### src/rtl/mult_result_collector_pkg.sv
// rtl/mult_result_collector_pkg.sv - shared widths and collector state for the serial multiplier result path
package mult_result_collector_pkg;

  localparam int MAX_OUT_LEN = 4;
  localparam int BIT_WIDTH   = 8;
  localparam int SEL_W       = $clog2(BIT_WIDTH);
  localparam int ROW_W       = $clog2(MAX_OUT_LEN);

  typedef enum logic {
    IDLE    = 1'b0,
    COLLECT = 1'b1
  } coll_state_e;

endpackage

### src/rtl/mult_row_deser.sv
// rtl/mult_row_deser.sv - one row's index-addressed serial-to-parallel collect register
module mult_row_deser
  import mult_result_collector_pkg::*;
(
  input  logic                 clk,
  input  logic                 rst,
  input  logic                 wr_en_i,
  input  logic [SEL_W-1:0]     wr_idx_i,
  input  logic                 wr_bit_i,
  output logic [BIT_WIDTH-1:0] frame_o
);

  logic [BIT_WIDTH-1:0] collect_q;
  logic [BIT_WIDTH-1:0] collect_d;

  // frame_o already carries this cycle's bit, so the completing beat needs no extra cycle
  always_comb begin
    collect_d           = collect_q;
    collect_d[wr_idx_i] = wr_bit_i;
  end

  always_ff @(posedge clk or posedge rst) begin
    if (rst) begin
      collect_q <= '0;
    end else if (wr_en_i) begin
      collect_q <= collect_d;
    end
  end

  assign frame_o = collect_d;

endmodule

### src/rtl/mult_result_collector.sv
// rtl/mult_result_collector.sv - reassembles serial row results into words and drains them one row at a time
module mult_result_collector
  import mult_result_collector_pkg::*;
(
  input  logic                   clk,
  input  logic                   rst,
  input  logic                   in_valid,
  input  logic [SEL_W-1:0]       in_bit_select,
  input  logic [MAX_OUT_LEN-1:0] in_bits,
  output logic                   out_valid,
  input  logic                   out_ready,
  output logic [BIT_WIDTH-1:0]   out_data,
  output logic [ROW_W-1:0]       out_row,
  output logic                   overflow,
  output logic                   frame_err,
  output logic                   busy
);

  coll_state_e          state_q;
  logic [SEL_W-1:0]     expected_q;
  logic                 frame_err_q;
  logic                 hold_full_q;
  logic [ROW_W-1:0]     drain_row_q;
  logic                 overflow_q;
  logic [BIT_WIDTH-1:0] hold_q  [MAX_OUT_LEN];
  logic [BIT_WIDTH-1:0] frame_w [MAX_OUT_LEN];

  logic idx_zero;
  logic idx_match;
  logic idx_last;
  logic wr_en;
  logic complete;
  logic drain_last;
  logic handshake;
  logic load;

  always_comb begin
    idx_zero   = (in_bit_select == '0);
    idx_match  = (in_bit_select == expected_q);
    idx_last   = (in_bit_select == SEL_W'(BIT_WIDTH - 1));
    // A bad index 0 in COLLECT restarts the frame, so it still writes bit 0
    wr_en      = in_valid && (idx_zero || ((state_q == COLLECT) && idx_match));
    complete   = in_valid && (state_q == COLLECT) && idx_match && idx_last;
    drain_last = (drain_row_q == ROW_W'(MAX_OUT_LEN - 1));
    handshake  = hold_full_q && out_ready;
    load       = complete && (!hold_full_q || (handshake && drain_last));
  end

  for (genvar r = 0; r < MAX_OUT_LEN; r++) begin : g_row
    mult_row_deser u_deser (
      .clk      (clk),
      .rst      (rst),
      .wr_en_i  (wr_en),
      .wr_idx_i (in_bit_select),
      .wr_bit_i (in_bits[r]),
      .frame_o  (frame_w[r])
    );
  end

  always_ff @(posedge clk or posedge rst) begin
    if (rst) begin
      state_q     <= IDLE;
      expected_q  <= '0;
      frame_err_q <= 1'b0;
    end else if (in_valid) begin
      case (state_q)
        IDLE: begin
          if (idx_zero) begin
            state_q    <= COLLECT;
            expected_q <= SEL_W'(1);
          end else begin
            frame_err_q <= 1'b1;
          end
        end
        COLLECT: begin
          if (idx_match) begin
            if (idx_last) begin
              state_q    <= IDLE;
              expected_q <= '0;
            end else begin
              expected_q <= expected_q + SEL_W'(1);
            end
          end else begin
            frame_err_q <= 1'b1;
            if (idx_zero) begin
              expected_q <= SEL_W'(1);
            end else begin
              state_q    <= IDLE;
              expected_q <= '0;
            end
          end
        end
        default: begin
          state_q    <= IDLE;
          expected_q <= '0;
        end
      endcase
    end
  end

  always_ff @(posedge clk or posedge rst) begin
    if (rst) begin
      hold_full_q <= 1'b0;
      drain_row_q <= '0;
      overflow_q  <= 1'b0;
      for (int r = 0; r < MAX_OUT_LEN; r++) begin
        hold_q[r] <= '0;
      end
    end else begin
      if (handshake) begin
        drain_row_q <= drain_row_q + ROW_W'(1);
        if (drain_last) begin
          hold_full_q <= 1'b0;
        end
      end
      // A load overrides the drain update; a refused frame leaves hold untouched
      if (load) begin
        hold_full_q <= 1'b1;
        drain_row_q <= '0;
        for (int r = 0; r < MAX_OUT_LEN; r++) begin
          hold_q[r] <= frame_w[r];
        end
      end else if (complete) begin
        overflow_q <= 1'b1;
      end
    end
  end

  assign out_valid = hold_full_q;
  assign out_row   = drain_row_q;
  assign out_data  = hold_q[drain_row_q];
  assign overflow  = overflow_q;
  assign frame_err = frame_err_q;
  assign busy      = (state_q == COLLECT) | hold_full_q;

endmodule

### config.mk
export PLATFORM = sky130hd
export DESIGN_NAME = mult_result_collector
export DESIGN_NICKNAME = d
export VERILOG_FILES = /design/src/rtl/mult_result_collector_pkg.sv /design/src/rtl/mult_row_deser.sv /design/src/rtl/mult_result_collector.sv
export SDC_FILE = /design/constraint.sdc
export NUM_CORES = 1
export LEC_CHECK = 0
export CAP_MARGIN = 20
export CORE_ASPECT_RATIO = 0.8
export CORE_MARGIN = 4
export CORE_UTILIZATION = 50
export CTS_CLUSTER_SIZE = 24
export DETAILED_ROUTE_END_ITERATION = 7
export PLACE_DENSITY_LB_ADDON = 0.3
export REMOVE_ABC_BUFFERS = 1
export SKIP_CTS_REPAIR_TIMING = 1
export SLEW_MARGIN = 15
export SYNTH_ARGS = -nofsm -noshare
export SYNTH_HDL_FRONTEND = slang
export SYNTH_SLANG_ARGS = --single-unit
export TNS_END_PERCENT = 20
### constraint.sdc
create_clock -name clk -period 3.9 [get_ports clk]
set_input_delay 0.975 -clock clk [delete_from_list [all_inputs] [get_ports clk]]
set_output_delay 0.975 -clock clk [all_outputs]
set_load 0.01 [all_outputs]
# Word level (Yosys, flattened, before mapping)
# Cells that the tools add are included.
# word_totals
regBits,73
input_bits,11
out_inout_bits,14
# op_classes
addsub,2
magnitude_cmp,3
n_eq_ne,6
muxes,26
bitwise_logic,4
n_reduce_logical,19
# op_table
op,n
8-bit bitwise mux,4
8-bit binary-select mux with 2-bit select,1
8-bit 2-to-1 mux,2
1-bit 2-to-1 mux,10
1-bit logical AND,9
3-bit 2-to-1 mux,3
"2-bit inequality test, second input constant",3
3-bit case mux with 2 select lines,1
2-bit AND reduction,3
"3-bit by 4-bit < comparator with 1-bit output, second input constant",1
2-bit 2-to-1 mux,2
1-bit case mux with 2 select lines,2
2-bit nonzero test,2
"3-bit by 1-bit adder with 3-bit output, second input constant",1
1-bit demux with 3-bit select,1
3-bit == test,1
"3-bit == test, second input constant",1
"3-bit by 1-bit greater-or-equal comparator with 1-bit output, second input constant",1
"3-bit greater-or-equal comparator, second input constant",1
3-bit logical NOT,1
2-bit inverter with 3-bit output,1
3-bit AND reduction,1
"2-bit by 1-bit adder with 2-bit output, second input constant",1
"2-bit == test, second input constant",1
4 further kinds,6

# Depth between registers and ports, before layout
# depth
word_depth,6
ltp_mapped,7
depth_no_buf,5

# Hierarchy
# Synthesis repeated with hierarchy kept, for this count alone.
# hier_totals
hier_cells,312
area_unflattened_um2,4116.4
# modules_own_cells
mod,instances,cells_per_inst,area_per_inst_um2,seq_area_each_um2
mult_row_deser,4,45,551.8,200.2
mult_result_collector,1,132,1909.3,1026.0

# Worst setup path after synthesis
# Ideal clock, no wire load.
# synth_path
path_kind,input-to-reg
startpoint,input port in_bit_select[0]
endpoint,register hold_q[0] (netlist name)
setup_ps,125
arrival_ps,2627
slack_ps,1148
stages,6
path_buffers,2
cell_sequence,xor2_1 > or4_1 > buf_2 > nor3_4 > buf_6 > mux2_2
# synth_via
elab_chain_len,5
elab_cells_between_ends,11
cone_classes,order compare: 2; eq/ne: 2; mux: 3; reduce/logical: 4
# synth_rtl
element,line_no,rtl
from (decl),mult_result_collector.sv:8,"input logic [SEL_W-1:0] in_bit_select,"
3-bit by 4-bit < comparator with 1-bit output (implied by the code) or 3-bit by 1-bit greater-or-equal comparator with 1-bit output (tied branches),mult_row_deser.sv:19,collect_d[wr_idx_i] = wr_bit_i;
1-bit logical AND (implied by the code),mult_row_deser.sv:19,
1-bit 2-to-1 mux (implied by the code),mult_row_deser.sv:19,
1-bit demux with 3-bit select,n/a,
8-bit bitwise mux,mult_row_deser.sv:19,
"to (signal, indexed assignment)",mult_result_collector.sv:121,hold_q[r] <= frame_w[r];
to (decl),mult_result_collector.sv:25,logic [BIT_WIDTH-1:0] hold_q [MAX_OUT_LEN];
# Several ways; a longest one is shown, not always the timed one.
# A chain may end at the register's enable or synchronous reset.

# Worst setup path after layout
# layout_path
startpoint,input port in_valid
endpoint,register hold_q[13] (netlist name)
# layout_via
elab_chain_len,4
# layout_rtl
element,line_no,rtl
from (decl),mult_result_collector.sv:7,"input logic in_valid,"
1-bit logical AND (3 in a row),mult_result_collector.sv:43,complete = in_valid && (state_q == COLLECT) && idx_match && idx_last;
1-bit logical AND,mult_result_collector.sv:46,load = complete && (!hold_full_q || (handshake && drain_last));
# No other way between the ends.

==> metrics <==
register area share after synthesis=50.6%; cell with the most instances after synthesis=mux2_2; Mean Syn Cell Area=14.0 sq um; antenna diode count=0; DRC=0; total power=1470 uW; critical path's top delay family=simple AND/OR/NAND/NOR gates; PwrDens=382 nW/um^2; Max Freq=322 MHz; switching pwr=382 uW; drt wl/cell=17.9 microns; switching share of power=25.9%; level count of the clock H-tree=3; Max Clock Skew=6.64 ps; die span in x=100 microns; Worst Setup End Kind=flip-flop; final net count=286; synth warn=0; storage element area=1730 sq um; CTS Buf Count=9; RSZ-0062 raised after global routing=no; sequential share of power=52.7%; Crit path required time=4120 ps; fraction of layout cells with a size suffix above 1=45.1%; Die Ht=81.9 microns; CP Data Arrival Time=3330 ps; Clock Pin Slew Worst Setup and Hold Paths=70 ps; Root Buffer=clkbuf_8; Clock power frac=32.7%; Gate Count Post-Synth=244; leakage power=0.00181 uW; Max-Cap Viols=0; Initial DRT Pass Iterations=4; CP peak stage delay=630 ps; Pint=1090 uW; Fin. Hold Viols=0; Setup crit start kind=input pin; WS Path Type=input pin to flip-flop; Place WS=436 ps; Port Buf Inserts=24; Skew-Pair Late Insertion Delay=340 ps; Crit Path Max Fanout=25; Gate power share=14.6%; grt ovf=0; Slew headroom=49.3%; fin crit period=3100 ps; CP Buf/Inv Count=2; gpl congestion=0.826; largest cells by area after synthesis=dfrtp_1 (51%), mux2_2 (29%), mux4_2 (5.3%), buf_6 (1.7%), nand2_1 (1.2%); placed wire-length estimate=4.33 mm; # IOs=25; Crit-path slowest cell=or4_1; Post-synth EDFFs=0; Final setup viols=0; VDD IR-drop max=244 uV; Final period util=79.5%; row count=26; max-slew violation count=0; die area=8220 sq um; vias per cell=5.69; vias=2043; Sink Count=69; CP Cell Sequence=clkdlybuf4s50_1 -> nand2_1 -> or4_1 -> nor3_4 -> buf_4 -> mux2_2; Synth Register Bits=69; setup tns final=0 ps; status=finished clean; final WL=6.42 mm; FFs w/ async S/R, synth=100%; synthesis-to-layout area growth=13.0%; first-pass GRT wire length=11.2 mm; core area=6510 sq um; share of Yosys cell area claimed by the top area cell type=50.6%; TritonCTS clock tree=built; Netlist cell types=32; total of fill cells in the finished design=544; maximum root-to-sink buffer count=2; post-route ant nets=0; cell taking the most area after synthesis=dfrtp_1; Slew @ Worst Pin=758 ps; largest net degree at the start of global routing=33; top cells by count, synth=mux2_2 (88), dfrtp_1 (69), nand2_1 (11); Post-Syn Area=3410 sq um; vias in the first global route=2161; Main synth FF type=dfrtp_1; area of the multi-input gates=1550 sq um; Starting Density=52.4%; 1st-iter DRT viols=69; setup ws final=799 ps; Total Routing Usage GR=17.9%; hold crit path type=flip-flop to flip-flop; initial antenna violation count=0
-- area by class of cell --
type | instances | area share [%]
inverters | 4 | 0.389
clock buffers | 10 | 3.57
well taps | 84 | 2.73
multi-input cells | 156 | 40.1
flip-flops and latches | 69 | 44.8
repair buffers | 33 | 7.98
clock inverters | 3 | 0.389
-- per-stage QoR --
stage / cell area [sq um] / util, % / hold WS (ps) / std cells
final: 3850 / 59.3 / 466 / 359
after global routing: 3850 / 59.3 / 483 / 359
after CTS: 3850 / 59.3 / 470 / 359
after detailed placement: 3700 / 56.9 / 451 / 346
after global placement: 3700 / 56.9 / 448 / 346
after floorplan: 3290 / - / 475 / 229
-- worst paths after layout --
| check | start | slack [ps] | end | cells past startpoint |
|---|---|---|---|---|
| setup / recovery | in_valid | 800 | hold_q[13] | 6 |
| hold / removal | overflow | 470 | overflow | 1 |
| setup reg to reg | expected_q[2] | 1480 | hold_q[13] | 5 |
| hold reg to reg | overflow | 470 | overflow | 1 |
| max in group asynchronous | rst | 2090 | hold_q[20] | 3 |
| min in group asynchronous | rst | 1050 | hold_q[24] | 2 |
-- power by group through the flow --
stage	registers (uW)	clock network, uW	logic (uW)
2_1_floorplan	800	0	114
3_3_place_gp	789	0	214
3_5_place_dp	790	0	218
4_1_cts	776	494	218
5_1_grt	781	527	237
6_report	776	482	214
-- worst register-to-register path, stage by stage, from the launching register on --
cell and delay (ps):
dfrtp_1 460, xor2_1 220, or4_1 650, nor3_4 230
buf_4 350, mux2_2 390
-- routing by layer --
metal / wire (microns) / global-route usage (%) / vias up
met1: 3100 / 24.5 / 1060
met5: 0 / 0 / -
li1: - / - / 941
met4: 78 / 4.85 / 0
met2: 2960 / 27.7 / 32
met3: 283 / 5.86 / 10
-- cell usage in the layout, fill, tap and decap left out, types with 2 or more instances in the layout --
master / n
or2_2: 2
mux2_2: 88
mux4_2: 8
nor2_1: 6
clkbuf_8: 10
o21ai_0: 5
nor4_1: 2
mux2i_1: 2
a21o_1: 2
nand3_1: 5
clkdlybuf4s50_1: 24
nand3b_1: 3
dfrtp_1: 69
buf_4: 9
a21oi_1: 5
nor3b_1: 3
nand2_1: 11
inv_1: 3
xor2_1: 4
ha_1: 2
clkinv_2: 3
-- flip-flops by register name, summed over array words and instances, names as in the netlist --
signal and count:
hold_q 32, g_row.u_deser.collect_q 28, out_row 2, frame_err 1, overflow 1, expected_q 3, state_q 1, out_valid 1
-- cell families (layout without fill, tap and decap cells) --
group	Yosys count	count (layout)	synth area share, %
compound gates	16	16	2.90
xor+xnor	4	4	1.03
fa+ha+maj	2	2	0.733
buf+inv	19	50	4.03
flops	69	69	50.6
mux	98	98	34.9
simple gates	36	36	5.79
Note: power is estimated with default switching activity, not from simulation.
